<file path="config.mk">
export PLATFORM = sky130hd
export DESIGN_NAME = cs_microsequencer
export DESIGN_NICKNAME = d
export VERILOG_FILES = /design/src/rtl/cs_microsequencer_pkg.sv /design/src/rtl/cs_microsequencer_next_addr.sv /design/src/rtl/cs_microsequencer.sv
export SDC_FILE = /design/constraint.sdc
export NUM_CORES = 1
export LEC_CHECK = 0
export CAP_MARGIN = 40
export CELL_PAD_IN_SITES_DETAIL_PLACEMENT = 0
export CELL_PAD_IN_SITES_GLOBAL_PLACEMENT = 1
export CORE_UTILIZATION = 34
export DETAILED_ROUTE_END_ITERATION = 8
export PLACE_DENSITY = 0.88
export RECOVER_POWER = 50
export SLEW_MARGIN = 5
export SYNTH_ARGS = -nofsm -noshare
export SYNTH_HDL_FRONTEND = slang
export SYNTH_SLANG_ARGS = --single-unit
export TNS_END_PERCENT = 20
</file>
<file path="constraint.sdc">
create_clock -name CS_SEQ_CLOCK_50 -period 2.6 [get_ports CS_SEQ_CLOCK_50]
set_clock_uncertainty 0.2 [all_clocks]
set_input_delay 0.52 -clock CS_SEQ_CLOCK_50 [delete_from_list [all_inputs] [get_ports CS_SEQ_CLOCK_50]]
set_output_delay 0.52 -clock CS_SEQ_CLOCK_50 [all_outputs]
set_load 0.02 [all_outputs]
</file>
<file path="src/rtl/cs_microsequencer_pkg.sv">
// Shared encodings for the control-store microsequencer: COND field values,
// sequencer FSM states and the opcode-decode address prefix.
package cs_seq_pkg;

   typedef enum logic [2:0] {
      COND_NEXT   = 3'b000,
      COND_N      = 3'b001,
      COND_Z      = 3'b010,
      COND_V      = 3'b011,
      COND_C      = 3'b100,
      COND_IR13   = 3'b101,
      COND_JUMP   = 3'b110,
      COND_DECODE = 3'b111
   } cond_e;

   typedef enum logic [1:0] {
      BOOT     = 2'b00,
      RUN      = 2'b01,
      MEM_WAIT = 2'b10,
      FAULT    = 2'b11
   } seqState_e;

   // Decode targets live in the upper half of the control store, 4 words per opcode.
   localparam logic DECODE_PREFIX = 1'b1;

endpackage

</file>
<file path="src/rtl/cs_microsequencer_next_addr.sv">
// Combinational next-address selection: COND/flag/IR mux, opcode decode and
// a wrapping CSAR incrementer.
module cs_seq_next_addr
   import cs_seq_pkg::*;
#(
   parameter int SEQ_LENGTH_ADDR = 11,
   parameter int SEQ_LENGTH_COND = 3
)(
   input  logic [SEQ_LENGTH_COND-1:0] condField,
   input  logic [SEQ_LENGTH_ADDR-1:0] jumpAddr,
   input  logic [SEQ_LENGTH_ADDR-1:0] csar,
   input  logic [3:0]                 flags,
   input  logic                       ir13,
   input  logic [7:0]                 irOp,
   output logic [SEQ_LENGTH_ADDR-1:0] nextAddr
);

   logic [SEQ_LENGTH_ADDR-1:0] incAddr;
   logic [SEQ_LENGTH_ADDR-1:0] decodeAddr;

   assign incAddr    = csar + SEQ_LENGTH_ADDR'(1);
   assign decodeAddr = SEQ_LENGTH_ADDR'({DECODE_PREFIX, irOp[7:6], irOp[5:0], 2'b00});

   always_comb begin
      nextAddr = incAddr;
      case (cond_e'(condField))
         COND_NEXT:   nextAddr = incAddr;
         COND_N:      nextAddr = flags[3] ? jumpAddr : incAddr;
         COND_Z:      nextAddr = flags[2] ? jumpAddr : incAddr;
         COND_V:      nextAddr = flags[1] ? jumpAddr : incAddr;
         COND_C:      nextAddr = flags[0] ? jumpAddr : incAddr;
         COND_IR13:   nextAddr = ir13     ? jumpAddr : incAddr;
         COND_JUMP:   nextAddr = jumpAddr;
         COND_DECODE: nextAddr = decodeAddr;
         default:     nextAddr = incAddr;
      endcase
   end

endmodule

</file>
<file path="src/rtl/cs_microsequencer.sv">
// Microsequencer top: boot/run/memory-wait/fault FSM, CSAR, memory wait
// counter and ROM address / MIR load output muxing.
module cs_microsequencer
   import cs_seq_pkg::*;
#(
   parameter int SEQ_LENGTH_ADDR = 11,
   parameter int SEQ_LENGTH_COND = 3,
   parameter int SEQ_MEM_TIMEOUT = 8
)(
   input  logic                       CS_SEQ_CLOCK_50,
   input  logic                       CS_SEQ_RESET_InHigh,
   input  logic [SEQ_LENGTH_COND-1:0] CS_SEQ_COND_data_InBUS,
   input  logic [SEQ_LENGTH_ADDR-1:0] CS_SEQ_ADDRESS_data_InBUS,
   input  logic                       CS_SEQ_RD_data_In,
   input  logic                       CS_SEQ_WR_data_In,
   input  logic [3:0]                 CS_SEQ_FLAGS_data_InBUS,
   input  logic                       CS_SEQ_IR13_data_In,
   input  logic [7:0]                 CS_SEQ_IROP_data_InBUS,
   input  logic                       CS_SEQ_MEM_ACK_In,
   output logic [SEQ_LENGTH_ADDR-1:0] CS_SEQ_ROM_ADDRESS_data_OutBUS,
   output logic                       CS_SEQ_MIR_load_OutLow,
   output logic                       CS_SEQ_STALL_Out,
   output logic                       CS_SEQ_TIMEOUT_Out
);

   localparam int CNT_W = $clog2(SEQ_MEM_TIMEOUT + 1);

   seqState_e                  state;
   logic [SEQ_LENGTH_ADDR-1:0] csar;
   logic [SEQ_LENGTH_ADDR-1:0] nextAddr;
   logic [CNT_W-1:0]           waitCnt;
   logic                       memReq;
   logic                       illegalRw;
   logic                       advance;

   cs_seq_next_addr #(
      .SEQ_LENGTH_ADDR (SEQ_LENGTH_ADDR),
      .SEQ_LENGTH_COND (SEQ_LENGTH_COND)
   ) uNextAddr (
      .condField (CS_SEQ_COND_data_InBUS),
      .jumpAddr  (CS_SEQ_ADDRESS_data_InBUS),
      .csar      (csar),
      .flags     (CS_SEQ_FLAGS_data_InBUS),
      .ir13      (CS_SEQ_IR13_data_In),
      .irOp      (CS_SEQ_IROP_data_InBUS),
      .nextAddr  (nextAddr)
   );

   assign memReq    = CS_SEQ_RD_data_In | CS_SEQ_WR_data_In;
   assign illegalRw = CS_SEQ_RD_data_In & CS_SEQ_WR_data_In;
   // An RD&WR microword never advances, even with ACK high.
   assign advance   = ((state == RUN) && !illegalRw && (!memReq || CS_SEQ_MEM_ACK_In)) ||
                      ((state == MEM_WAIT) && CS_SEQ_MEM_ACK_In);

   always_ff @(posedge CS_SEQ_CLOCK_50 or posedge CS_SEQ_RESET_InHigh) begin
      if (CS_SEQ_RESET_InHigh) begin
         state   <= BOOT;
         csar    <= '0;
         waitCnt <= '0;
      end else begin
         case (state)
            BOOT: begin
               csar    <= '0;
               waitCnt <= '0;
               state   <= RUN;
            end
            RUN: begin
               if (illegalRw) begin
                  state <= FAULT;
               end else if (memReq && !CS_SEQ_MEM_ACK_In) begin
                  waitCnt <= CNT_W'(1);
                  state   <= MEM_WAIT;
               end else begin
                  csar <= nextAddr;
               end
            end
            MEM_WAIT: begin
               if (CS_SEQ_MEM_ACK_In) begin
                  csar    <= nextAddr;
                  waitCnt <= '0;
                  state   <= RUN;
               end else if (waitCnt == CNT_W'(SEQ_MEM_TIMEOUT - 1)) begin
                  state <= FAULT;
               end else begin
                  waitCnt <= waitCnt + CNT_W'(1);
               end
            end
            default: state <= FAULT;
         endcase
      end
   end

   always_comb begin
      CS_SEQ_ROM_ADDRESS_data_OutBUS = csar;
      CS_SEQ_MIR_load_OutLow         = 1'b1;
      CS_SEQ_STALL_Out               = 1'b1;
      if (state == BOOT) begin
         CS_SEQ_ROM_ADDRESS_data_OutBUS = '0;
         CS_SEQ_MIR_load_OutLow         = 1'b0;
         CS_SEQ_STALL_Out               = 1'b0;
      end else if (advance) begin
         CS_SEQ_ROM_ADDRESS_data_OutBUS = nextAddr;
         CS_SEQ_MIR_load_OutLow         = 1'b0;
         CS_SEQ_STALL_Out               = 1'b0;
      end
   end

   assign CS_SEQ_TIMEOUT_Out = (state == FAULT);

endmodule
</file>
# Word level (Yosys, flattened, before mapping)
# Cells that the tools add are included.
# word_totals
ff_bits	17
inputBits	32
output_inout_bits	14
wordCells	64
# op_classes
n_addsub	2
n_eq_ne	18
mux	24
bitwise	2
n_reduce_logical	15
# op_table
operator	count
$mux 11	10
$pmux 11 s8	1
$pmux 11 s3	1
$mux 4	4
$eq 3x3->1 const B	4
$pmux 4 s3	1
$add 11x1->11 const B	1
$mux 2	4
$reduce_and 4->1	2
$eq 3x2->1 const B	2
$ne 2x2->1 const B	3
$ne 3x2->1 const B	2
$pmux 2 s3	1
$add 4x1->4 const B	1
$eq 2x2->1 const B	2
$eq 4x3->1 const B	1
$logic_and 1x1->1	4
$eq 3x1->1 const B	1
$logic_not 1->1	3
$logic_not 3->1	1
$ne 3x3->1 const B	1
$reduce_bool 3->1	1
$eq 2x1->1 const B	1
$logic_not 2->1	1
other kinds (6)	8

# Depth between registers and ports, before layout
# logic_depth
depth_word	7
mapped_depth	7
depth_no_buf	7

# Cells and area by module
# A second synthesis with hierarchy kept.
# unflattened
hier_cells	210
area_unflattened_um2	1762.9
# modules_own_cells
mod	n_inst	cells_per_inst	area_per_inst_um2	seq_area_each_um2
cs_microsequencer	1	132	1202.4	425.4
cs_seq_next_addr	1	78	560.5	0.0

# Worst setup path before layout
# Ideal clock, no wire load.
# synth_timing
path_type	input to output
start	input CS_SEQ_MEM_ACK_In
end	output CS_SEQ_ROM_ADDRESS_data_OutBUS[3]
t_arrival_ps	2009
t_required_ps	1880
path_slack_ps	-129
path_stages	6
path_buffers	1
path_cell_list	a21boi_0 o21ai_0 and3b_1 clkbuf_1 a31oi_1 o22ai_1
# synth_between
elab_chain_cells	5
# synth_lines
item	line	source
start, declared	cs_microsequencer.sv:19	input logic CS_SEQ_MEM_ACK_In,
$logic_or 1x1->1	cs_microsequencer.sv:52	assign advance = ((state == RUN) && !illegalRw && (!memReq || CS_SEQ_MEM_ACK_In)) ||
$logic_and 1x1->1	cs_microsequencer.sv:52	
$logic_or 1x1->1 (*)	cs_microsequencer.sv:52	
$mux 11 (*)	cs_microsequencer.sv:101	end else if (advance) begin
$mux 11 (*)	cs_microsequencer.sv:97	if (state == BOOT) begin
end, declared	cs_microsequencer.sv:20	output logic [SEQ_LENGTH_ADDR-1:0] CS_SEQ_ROM_ADDRESS_data_OutBUS,
# Every way passes the cells marked *; elsewhere a longest branch is shown, timed or not.

# Final worst setup path
# layout_timing
start	input CS_SEQ_COND_data_InBUS[0]
end	output CS_SEQ_ROM_ADDRESS_data_OutBUS[3]
# layout_between
elab_chain_cells	4
# layout_lines
item	line	source
start, declared	cs_microsequencer.sv:12	input logic [SEQ_LENGTH_COND-1:0] CS_SEQ_COND_data_InBUS,
$eq 3x3->1, or another cell as far along	cs_microsequencer_next_addr.sv:26	case (cond_e'(condField))
$pmux 11 s8 (*)	cs_microsequencer_next_addr.sv:26	
$mux 11 (*)	cs_microsequencer.sv:101	
$mux 11 (*)	cs_microsequencer.sv:97	
# Marks and branches as above.

==> run summary <==
The run finished, with violations left. The final reports fail on setup timing. The critical path is of the in2out type. Entering global routing, the biggest net connects 18 pins.

TritonCTS built the clock tree. The HPWL after detailed placement is 3500 um. The worst setup timing slack at the placement stage was -1.21 ns. The die is 68.2 um tall. The most used standard cell by instance count after synthesis was o21ai_0. The critical path goes through buf_12 > mux2_4 > o21a_4 > nor2_4 > buf_6 > a31oi_2 > o22ai_2 > buf_6.

The total number of clock tree sinks was 17; the sum of buffers and inverters on the critical path was 3. The region available for standard cell placement spans 0.00412 mm2. After synthesis, the most frequently instantiated cells are o21ai_0 (18), dfrtp_1 (17), nand2_1 (16).

Once detail routing completed, the nets flagged for antenna violations numbered 0. For the data required time of the critical path, the log shows 1.88 ns. Sorting the synthesized cells by area gives the leading types as dfrtp_1 (29%), o21ai_0 (6.0%), a31oi_1 (5.5%), ha_1 (5.0%), o22ai_1 (4.2%). The run gives 0.00466 mm2 as the die footprint.

The power density of the placed cells is 920 mW/mm2, and the clock slew at the register clock pins of the worst setup and hold paths is 0.09 ns. Measured along the x axis, the die boundary spans 68.2 um. The average cell area after synthesis was 8.33 um2; the number of flops mapped to enable cells by yosys was 0.

The overall power consumption is 2440 uW. The tools report the CTS root buffer as clkbuf_8. At the pin with the least slew margin, the transition time is 0.725 ns.

In the synthesized netlist the async set-or-reset flop fraction comes to 100%. For this design the top-level I/O count stands at 46. The number of input and output port buffers inserted works out to 45.

Synthesis produced 179 cells. The via count of the first global-routing pass came out at 1781. The number of cells in the finished layout apart from fillers was 325; the final count of negative-setup-slack endpoints was 10. The number of optimization iterations in the first detailed-route pass came out at 5.

Measured against its own limit, the worst slew margin works out to 51.6%. Fill cells in the final layout number 316. The run gives 1890 as the via total after detailed routing.

dfrtp_1 takes more of the synthesized area than any other cell. After routing the design area is 0.00265 mm2. The Yosys step of the flow raised 0 warnings. The type of element launching the critical path is an input port. For the routability congestion estimate from global placement, the log shows 0.899.

The number of antenna violations at the first check in global routing came out at 0. At the later pin of the worst-skew pair, clock insertion delay measures 0.26 ns. The initial core utilization is 36.2%. Setup repair after global routing could not meet its margin everywhere. Of all nets on the critical path, the largest fanout is 8.

In this run the biggest area consumer among cell types represents 28.5% of the synthesized area. In this run, placement finished with an instance count of 308. The largest individual stage delay along the critical path comes from the cell mux2_4.

For the area of the mapped netlist, the log shows 0.00149 mm2. Synthesis inferred 17 register bits. 0 antenna diodes ended up in the layout. The first global-routing pass estimated 8350 um of wire.

For this run, the leading register cell type out of synthesis is dfrtp_1. The cell family contributing the most delay on the critical path is compound AO/OA/AOI/OAI gates. The worst hold path belongs to the class reg2reg. For the peak ir drop on the vdd network, the log shows 0.751 mV.

The synthesized net count is 217, and the leftover overflow at the end of global routing is 0. The tool flagged a number of max-cap violations equal to 0. The period utilization was 104%; the aggregate global-route resource usage was 24.3%.

The area growth from synthesis to layout is 77.6%. After layout, the minimum clock period comes to 2.70 ns. In this run the deepest clock path goes through 2 buffers. The highest clock rate was 370 MHz.

After detailed placement, the total cell area comes to 0.00226 mm2. By instance count, the cell type seen most on the critical path is buf_6. Largest stage delay on the critical path: 0.29 ns.

The post-detailed-route via-to-cell ratio was 5.82. The floorplan has 23 rows. The tools report the category of the worst setup path capture point as an output pin. The logs give 314 for the net total in the final layout and 1.98 ns for the arrival time of the worst setup path.

For the final routed database, the setup TNS stands at -0.584 ns. The logs give 0 for the number of pins with negative max-slew slack in the final report and 122 for the detailed router's first-iteration violation count. The synthesized netlist contains 51 unique library cells. The run gives -0.100 ns as the worst path setup slack after routing. The number of levels in the clock H-tree came out at 1.

The analysis attributes to cell leakage a power of 0.00113 uW. The total wirelength of the detailed-routed design was 5570 um. After detailed routing, the number of remaining DRC violations is 0. The average routed wire per standard cell was 17.1 um; the number of failing hold endpoints at the final stage was 0.

The run gives 28.5% as the sequential cell area fraction in the yosys report. The number of buffers created by CTS was 3; the share of post-route cells with drive strength above 1 was 44.0%.
[area by class of cell]
| cell class | count | area, um2 | area share [%] |
|---|---|---|---|
| timing repair buffer | 102 | 887 | 33.5 |
| tap | 50 | 62.6 | 2.36 |
| sequential | 17 | 425 | 16.1 |
| clock buffer | 3 | 41.3 | 1.56 |
| multi-input combinational | 142 | 1190 | 44.8 |
| inverter | 10 | 37.5 | 1.42 |
| clock inverter | 1 | 7.51 | 0.283 |
[where the power goes]
part | switching [uW] | internal [uW] | total (uW)
registers | 72.4 | 355 | 427
clock network | 108 | 108 | 216
logic | 972 | 822 | 1790
[placed cells by master (no fill, tap or decap), types with 2 or more instances in the layout]
master | netlist | final
a21oi_1 | 3 | 2
buf_12 | 0 | 2
o21ai_1 | 0 | 4
nand3_1 | 3 | 3
buf_6 | 5 | 12
a22o_1 | 2 | 2
buf_2 | 0 | 5
buf_4 | 1 | 55
a221oi_2 | 0 | 5
ha_1 | 6 | 5
nand2_1 | 16 | 15
nor4_4 | 0 | 4
nor4_2 | 0 | 2
dlygate4sd2_1 | 0 | 2
clkdlybuf4s50_1 | 0 | 20
nand2b_1 | 2 | 2
o22ai_2 | 0 | 3
inv_1 | 10 | 9
nand4b_1 | 2 | 2
clkdlybuf4s15_2 | 0 | 2
clkbuf_8 | 0 | 3
a211o_1 | 2 | 2
clkdlybuf4s15_1 | 0 | 2
or2_4 | 0 | 2
o21ai_0 | 18 | 13
nand3b_1 | 2 | 2
dfrtp_1 | 17 | 17
a31oi_1 | 13 | 11
nor2_1 | 10 | 9
nand4_1 | 6 | 6
xnor2_1 | 2 | 2
o22ai_1 | 10 | 7
and2_1 | 3 | 3
[state kept, by name (all words and copies together) (netlist names)]
signal and cells:
state 2, csar 11, waitCnt 4
[cell families (layout without fill, tap and decap cells)]
kind of cell    after synthesis  after routing  synth area share, %
flops                        17             17                 28.5
simple gates                 61             62                 23.0
xor+xnor                      3              3                 1.76
buf+inv                      21            116                 8.47
mux                           2              2                 1.43
fa+ha+maj                     6              6                 5.03
compound gates               69             69                 31.8
[final timing paths]
path	startpoint	end	slack [ns]	depth (start not counted)
worst max register to register	state[1]	csar[9]	0.39	8
max in group asynchronous	CS_SEQ_RESET_InHigh	csar[6]	1.11	2
worst max-delay path	CS_SEQ_COND_data_InBUS[0]	CS_SEQ_ROM_ADDRESS_data_OutBUS[3]	-0.10	8
min in group asynchronous	CS_SEQ_RESET_InHigh	csar[5]	0.62	2
worst min register to register	waitCnt[3]	waitCnt[3]	0.35	2
worst min-delay path	waitCnt[3]	waitCnt[3]	0.35	2
[metal layers]
metal | share of wire [%] | vias up | GRT usage (%)
met2 | 47 | 89 | 38.8
met5 | 0 | - | 0
met4 | 2.6 | 0 | 10.4
li1 | - | 880 | -
met1 | 43 | 905 | 33.3
met3 | 6.6 | 16 | 1.83
[what timing repair did]
action                     4_1_cts  5_1_grt
resized for setup              149       18
setup endpoints to repair       14       12
pin swaps                       19       13
setup buffers                    8        4
gates cloned                     1        0
hold buffers                     0        0
[through the flow]
step	util (%)	hold slack, ns
detailed placement	54.9	0.328
global route	64.4	0.389
global placement	54.9	0.307
CTS	61.6	0.346
finish	64.4	0.348
floorplan	-	0.246
[tightest hold or removal path, delay by kind of cell (launching register included)]
kind / cells / cell delay (ns)
flops: 1 / 0.37
compound gates: 2 / 0.15
Power figures use the tool's default switching activity.
==> RTL change, RTL diff (config.mk and constraints unchanged) <==
`SEQ_LENGTH_ADDR` is set to 11 in 2 places; all go to 12.
--- a/src/rtl/cs_microsequencer_next_addr.sv
+++ b/src/rtl/cs_microsequencer_next_addr.sv
@@ -3,7 +3,7 @@
 module cs_seq_next_addr
    import cs_seq_pkg::*;
 #(
-   parameter int SEQ_LENGTH_ADDR = 11,
+   parameter int SEQ_LENGTH_ADDR = 12,
    parameter int SEQ_LENGTH_COND = 3
 )(
    input  logic [SEQ_LENGTH_COND-1:0] condField,
--- a/src/rtl/cs_microsequencer.sv
+++ b/src/rtl/cs_microsequencer.sv
@@ -3,7 +3,7 @@
 module cs_microsequencer
    import cs_seq_pkg::*;
 #(
-   parameter int SEQ_LENGTH_ADDR = 11,
+   parameter int SEQ_LENGTH_ADDR = 12,
    parameter int SEQ_LENGTH_COND = 3,
    parameter int SEQ_MEM_TIMEOUT = 8
 )(
Interface: changed (resized CS_SEQ_ADDRESS_data_InBUS and CS_SEQ_ROM_ADDRESS_data_OutBUS); port bits go from 46 to 48. The function was not compared with the original's and may differ.
==> RTL change against the unedited design <==
- the run still ends with negative setup slack left
- sequential cell count is 1 higher
- worst setup slack worse by 0.26 ns
- routed wire length is 0.77% higher
- final area is 2.6% higher
- area after synthesis is 6.6% higher
- critical path type unchanged
- critical endpoint is now CS_SEQ_ROM_ADDRESS_data_OutBUS[6]
Power is left out: it rests on default switching activity, and per cell area and clock period it moved more than threefold.
==> RTL change: results (changes against the unedited design) <==
For the detailed placer's ending HPWL, the log shows 4.04 mm (was 3.50 mm). The tools report the endpoint of the most critical setup path as CS_SEQ_ROM_ADDRESS_data_OutBUS[6] (was CS_SEQ_ROM_ADDRESS_data_OutBUS[3]). The data arrival time at the worst-slack endpoint was 2.24 ns (was 1.98 ns); the overall routed net length was 5.61 mm (was 5.57 mm). The terminus of the critical flop-to-flop path is csar[2] (was csar[9]).

The minimum setup slack among reg-to-reg paths was 0.21 ns (was 0.39 ns); the worst hold slack was 0.305 ns (was 0.348 ns). The sequential fraction of the synthesis area came out at 28.3% (was 28.5%). The met2 routed wirelength came out at 2.75 mm (was 2.63 mm). Violated checks: negative setup slack (unchanged). The run finished, with violations left.

The met2 usage in global routing came out at 38.7% (was 38.8%). The logs give 124 (was 122) for the DRC marker count from the first detailed-route iteration and 225 (was 217) for the number of nets produced by synthesis. The final count of negative-setup-slack endpoints was 12 (was 10). Largest registers: csar: 12 flops, waitCnt: 4 flops, state: 2 flops (was csar: 11 flops, waitCnt: 4 flops, state: 2 flops). The launching element of the worst setup path was CS_SEQ_COND_data_InBUS[1] (was CS_SEQ_COND_data_InBUS[0]).

The reg-to-reg startpoint is state[0] (was state[1]). The via-per-instance ratio is 5.65 (was 5.82), and the relative slew slack is 50.9% (was 51.6%). Number of buffer cells added on primary ports: 47 (was 45). The placed cell area was 2530 sq um (was 2260 sq um); the final critical-path setup slack was -0.356 ns (was -0.100 ns).

The all-layer global routing usage is 22.3% (was 24.3%), and the met3 global-route usage is 2.45% (was 1.83%). The logs give 8.97 mm (was 8.35 mm) for the first-pass GRT wire length and 29.6% (was 33.3%) for the fraction of met1 tracks used by global routing. The detailed-routing wirelength on met1 came out at 2.53 mm (was 2.42 mm).
-- RTL change: cell types whose count changed after synthesis, sizes merged, moves of 4 or more --
cell   change
a22o      +13
o21ai      -7
a31oi      -5
nor2       -5
nor4       -5
xor2       +5
nand2      -4
nand3      +4
nor3       +4
-- RTL change: timing repair --
item | CTS | global route
pin swaps | 20 | 10
gates resized for setup | 118 | 8
endpoints found under the setup margin | 20 | 14
setup buffers | 5 | 3
-- RTL change: worst max-delay path, delay by kind of cell --
family / cells / cell delay [ns]
compound gates: 4 / 0.98
buf+inv: 3 / 0.43
mux: 1 / 0.30
-- RTL change: stage by stage --
| stage | instances | setup TNS [ns] | setup WS, ns |
|---|---|---|---|
| floorplan | 186 | -1.38 | -0.146 |
| global placement | 332 | -17.28 | -1.16 |
| detailed placement | 332 | -19.33 | -1.27 |
| CTS | 341 | -2.84 | -0.323 |
| global route | 344 | -4.10 | -0.426 |
| finish | 344 | -3.45 | -0.356 |
-- RTL change: final cells by class --
type | count | area [sq um]
clock buffer | 4 | 55.1
multi-input combinational | 144 | 1170
fill | 401 | 1700
inverter | 13 | 48.8
tap | 52 | 65.1
timing repair buffer | 113 | 933
sequential | 18 | 450
-- RTL change: kinds of logic (layout without fill, tap and decap cells) --
| logic type | Yosys count | in the layout | synth area share (%) |
|---|---|---|---|
| AOI/OAI and AO/OA | 70 | 70 | 33.2 |
| muxes | 3 | 3 | 2.20 |
| xor gates and xnor gates | 8 | 8 | 4.41 |
| and+or+nand+nor | 57 | 57 | 20.0 |
| adders and majority gates | 6 | 6 | 4.72 |
| buffers and inverters | 24 | 130 | 7.16 |
| DFF | 18 | 18 | 28.3 |
